### src/rtl/reg_file_sb.sv
// ---------------------------------------------------------------------------
// reg_file_sb
//
// 32 x 32-bit integer register file (x0 hard-wired to zero) with two
// combinational read ports, one write port and a load scoreboard.
//
// The scoreboard keeps one "pending" bit per register. An issuing load marks
// its destination busy. The write-back that returns the value clears the bit
// again. RF_STALL tells the pipeline that an operand it is reading is still
// waiting for a load result.
//
// Parameters
//   BYPASS    1: write data is forwarded to the read ports in the write cycle
//             0: read ports return the stored (pre-write) value
//
// Ports
//   CLK       clock, all state updates on the rising edge
//   RST       asynchronous, active-high reset (clears registers and scoreboard)
//   RF_ADR1   read address, port 1
//   RF_ADR2   read address, port 2
//   RF_RS1    read data, port 1
//   RF_RS2    read data, port 2
//   RF_WA     write address
//   RF_WD     write data (from the write-back source mux)
//   RF_EN     write enable
//   LD_ISSUE  a load targeting LD_RD issues this cycle
//   LD_RD     destination register of the issuing load
//   RF_STALL  a read operand is pending a load result
//   RF_BUSY   scoreboard vector, bit i set while xi is pending
// ---------------------------------------------------------------------------
module reg_file_sb #(
    parameter bit BYPASS = 1'b1
) (
    input  logic        CLK,
    input  logic        RST,
    input  logic [4:0]  RF_ADR1,
    input  logic [4:0]  RF_ADR2,
    output logic [31:0] RF_RS1,
    output logic [31:0] RF_RS2,
    input  logic [4:0]  RF_WA,
    input  logic [31:0] RF_WD,
    input  logic        RF_EN,
    input  logic        LD_ISSUE,
    input  logic [4:0]  LD_RD,
    output logic        RF_STALL,
    output logic [31:0] RF_BUSY
);

    logic [31:0][31:0] regs_q, regs_d;
    logic [31:0]       busy_q, busy_d;

    logic wr_en;
    logic ld_en;
    logic fwd1, fwd2;
    logic clr1, clr2;

    // Writes and load issues targeting x0 are dropped here, so neither the
    // storage nor the scoreboard can ever hold anything for x0.
    assign wr_en = RF_EN && (RF_WA != 5'd0);
    assign ld_en = LD_ISSUE && (LD_RD != 5'd0);

    // Next-state for storage and scoreboard. The clear is applied before the
    // set so that a load issuing to the register being written back keeps it
    // busy: the new load is younger than the value being returned.
    always_comb begin
        regs_d = regs_q;
        busy_d = busy_q;
        if (wr_en) begin
            regs_d[RF_WA] = RF_WD;
            busy_d[RF_WA] = 1'b0;
        end
        if (ld_en) begin
            busy_d[LD_RD] = 1'b1;
        end
        regs_d[0] = 32'h0;
        busy_d[0] = 1'b0;
    end

    // Reset clears everything immediately, independent of the clock, and
    // any write or issue presented on an edge during reset is lost.
    always_ff @(posedge CLK or posedge RST) begin
        if (RST) begin
            regs_q <= '0;
            busy_q <= '0;
        end else begin
            regs_q <= regs_d;
            busy_q <= busy_d;
        end
    end

    // Forwarding only applies to a real write (non-zero address) and is
    // suppressed during reset so the read ports show zero.
    assign fwd1 = BYPASS && wr_en && (RF_WA == RF_ADR1) && !RST;
    assign fwd2 = BYPASS && wr_en && (RF_WA == RF_ADR2) && !RST;

    // A pending operand that is being forwarded this very cycle no longer
    // needs to stall. Without forwarding the reader must wait one more cycle.
    assign clr1 = BYPASS && RF_EN && (RF_WA == RF_ADR1);
    assign clr2 = BYPASS && RF_EN && (RF_WA == RF_ADR2);

    // Combinational read ports and stall. busy_q[0] is never set, so address
    // zero can never stall. Stall looks only at registered busy bits, so a
    // load issuing this cycle affects only the next cycle.
    always_comb begin
        RF_RS1   = 32'h0;
        RF_RS2   = 32'h0;
        RF_STALL = 1'b0;
        if (!RST) begin
            RF_RS1   = fwd1 ? RF_WD : regs_q[RF_ADR1];
            RF_RS2   = fwd2 ? RF_WD : regs_q[RF_ADR2];
            RF_STALL = (busy_q[RF_ADR1] && !clr1) || (busy_q[RF_ADR2] && !clr2);
        end
    end

    assign RF_BUSY = busy_q;

endmodule

### config.mk
export PLATFORM = sky130hd
export DESIGN_NAME = reg_file_sb
export DESIGN_NICKNAME = d
export VERILOG_FILES = /design/src/rtl/reg_file_sb.sv
export SDC_FILE = /design/constraint.sdc
export NUM_CORES = 2
export LEC_CHECK = 0
export BUFFER_PORTS_ARGS = -buffer_cell sky130_fd_sc_hd__buf_2
export CAP_MARGIN = 20
export CORE_AREA = 2 2 375 377
export CTS_BUF_LIST = sky130_fd_sc_hd__clkbuf_8
export DETAILED_ROUTE_END_ITERATION = 10
export DIE_AREA = 0 0 377 379
export GPL_TIMING_DRIVEN = 0
export SYNTH_ARGS = -nofsm -noshare
export SYNTH_HDL_FRONTEND = slang
export SYNTH_SLANG_ARGS = --single-unit
### constraint.sdc
create_clock -name CLK -period 78.1 [get_ports CLK]
set_clock_uncertainty 0.1 [all_clocks]
set_input_delay 7.81 -clock CLK [delete_from_list [all_inputs] [get_ports CLK]]
set_output_delay 7.81 -clock CLK [all_outputs]
set_load 0.03 [all_outputs]
==> out/results.tsv <==
metric	value	unit
use_met1	0.406	
ios	153	
setup_viol	0	
clock_path_buffers	3	
core_area	0.139	mm2
n_fill_cell	12600	
dieArea	0.143	mm2
cts_root_buffer	clkbuf_8	
regArea	0.0256	mm2
cts-buffers-inserted	169	
synth.distinct_cells	50	
drive_above_1_share	0.499	
period_share	0.254	
fin_util	0.447	
nets	4210	
grt_pass1_wl	303000	um
ys_warn_count	0	
hpwl	161000	um
track_usage	0.304	
syn_area	0.0551	mm2
syn_to_final_growth	12.8	%
gr-usage-met2	0.441	
grt_max_degree	127	
cts_resized	0	
die_h	379	um
antenna_found_initial	30	
peakVddDrop	17.6	uV
route.vias.total	39800	
grtUsageMet3	0.107	
rows	137	
slew_violations	0	
viasPerCell	6.52	
busiest_layer	met2	
synth_most_common_cell	mux2_2	
slew_headroom	0.136	
syn_area_per_cell	14.5	um2
drc_errors	0	
path_clk_slew	60	ps
first_pass_iters	9	
synthFlopType	dfrtp_1	
synth_top_area_frac	0.465	
cp_data_required_time	70190	ps
synth_area_leaders	dfrtp_1 (46%), mux2_2 (22%), mux4_2 (19%)	
fin_crit	19810	ps
synth_nets	3862	
cts.sinks	1023	
finalHoldViolCount	0	
max-cap-violations	0	
port_buffers	140	
clk-insertion-delay-late	910	ps
wl_per_cell	35.6	um
critPathArrivalTime	11900	ps
power.density	25.5	mW/mm2
fmax	0.0505	GHz
gp_congestion	0.997	
status	complete, no violations	
die_w	377	um
multi_input_area	0.0275	mm2
hold_class	flop to flop	
grt_overflow	0	
post_cts_buffers	0	
grt_pass1_vias	39000	
crit_type	primary input to output pin	
cts_tree	done	
start_util	0.397	
syn_inst	3806	
tightestPinTransition	1300	ps
synth_common_cells	mux2_2 (1,054), dfrtp_1 (1,023), mux4_2 (462)	
synth.largest_area_cell	dfrtp_1	
yosys_register_bits	1023	
critical_path.startpoint_type	primary input	
holdBufCountCts	0	
synth_edf_count	0	
rsz0062_at_grt	no	
holdWs	422	ps
finalSetupTns	0	ps
seq_area_frac_synth	0.465	
end_kind	output pin	
wl	217000	um
cts_htree_levels	4	
async_flop_share	1.00	
p_leak	0.0268	uW
first_iter_violations	5207	
drtAntennaViolNets	0	
path_max_fanout	10	
layout make-up:
| cell class | count | share of cell area |
|---|---|---|
| Antenna cell | 12 | 0.000483 |
| Buffer | 418 | 0.0316 |
| Clock buffer | 215 | 0.0476 |
| Clock inverter | 90 | 0.00767 |
| Inverter | 5 | 0.000423 |
| Multi-Input combinational cell | 2360 | 0.443 |
| Sequential cell | 1023 | 0.412 |
| Tap cell | 1807 | 0.0364 |
| Timing Repair Buffer | 177 | 0.0209 |
critical path, cell delays in order:
cell and delay [ps]:
buf_2 140, buf_2 290, buf_1 890, clkbuf_1 750
a221oi_1 160, nor3_1 600, nor3_1 90, nor3_1 800
buf_2 350
where the power goes:
| part | internal (uW) | switching, uW |
|---|---|---|
| combinational | 196 | 179 |
| clock | 256 | 235 |
| sequential | 635 | 82.6 |
kinds of logic (layout without fill, tap and decap cells):
kind of cell / Yosys count / in the layout / synth area share
buffers and inverters: 423 / 905 / 0.0359
AND/OR/NAND/NOR: 431 / 431 / 0.0372
multiplexers: 1567 / 1567 / 0.414
XOR/XNOR: 10 / 10 / 0.00159
other: 1 / 13 / 0.0000681
flip-flops: 1023 / 1023 / 0.465
AO/OA/AOI/OAI: 351 / 351 / 0.0466
path summary, 6_finish.rpt:
kind	start	endpoint	slack, ps	cells past startpoint
min	regs_q[601]	regs_q[601]	420	1
min in group asynchronous	RST	regs_q[140]	7610	3
max reg2reg	RF_BUSY[20]	RF_BUSY[20]	77040	2
max in group asynchronous	RST	regs_q[838]	68710	5
max	RF_ADR1[2]	RF_RS1[9]	58290	9
min reg2reg	regs_q[601]	regs_q[601]	420	1
layout by cell type, fill, tap and decap left out, types with 9 or more instances in the layout:
cell type	count
nor3_1	105
buf_2	291
dfrtp_1	1023
buf_8	13
mux2_2	1054
buf_4	27
o32ai_1	13
clkbuf_1	192
clkbuf_8	215
mux4_2	462
nand3_1	61
clkinv_2	14
nand2_1	61
buf_16	9
nor2_1	136
a221oi_1	34
inv_1	67
o21ai_0	67
buf_6	26
a211oi_1	31
a22o_1	11
a22oi_1	177
diode_2	12
mux2i_1	48
nor2b_1	9
nor4_1	14
buf_1	34
nand2b_1	9
sequential cells by signal, indices dropped and copies added (netlist names):
signal and flops:
regs_q 992, RF_BUSY 31
stage by stage:
| stage | area (um2) | total power, uW | std cells | setup WS, ps |
|---|---|---|---|---|
| 2_1_floorplan | 55100 | 963 | 3806 | 37880 |
| 3_3_place_gp | 58000 | 1080 | 5753 | 27090 |
| 3_5_place_dp | 58600 | 1090 | 5785 | 58530 |
| 4_1_cts | 62000 | 1580 | 6090 | 58500 |
| 5_1_grt | 62100 | 1640 | 6099 | 58400 |
| 6_report | 62100 | 1580 | 6107 | 58290 |
routing by layer:
layer  share of wire  vias to the layer above
li1                -                    15500
met1            0.39                    21200
met2            0.43                     2562
met3            0.12                      588
met4           0.053                       16
met5         0.00086                        -
(Power assumes the default switching activity.)
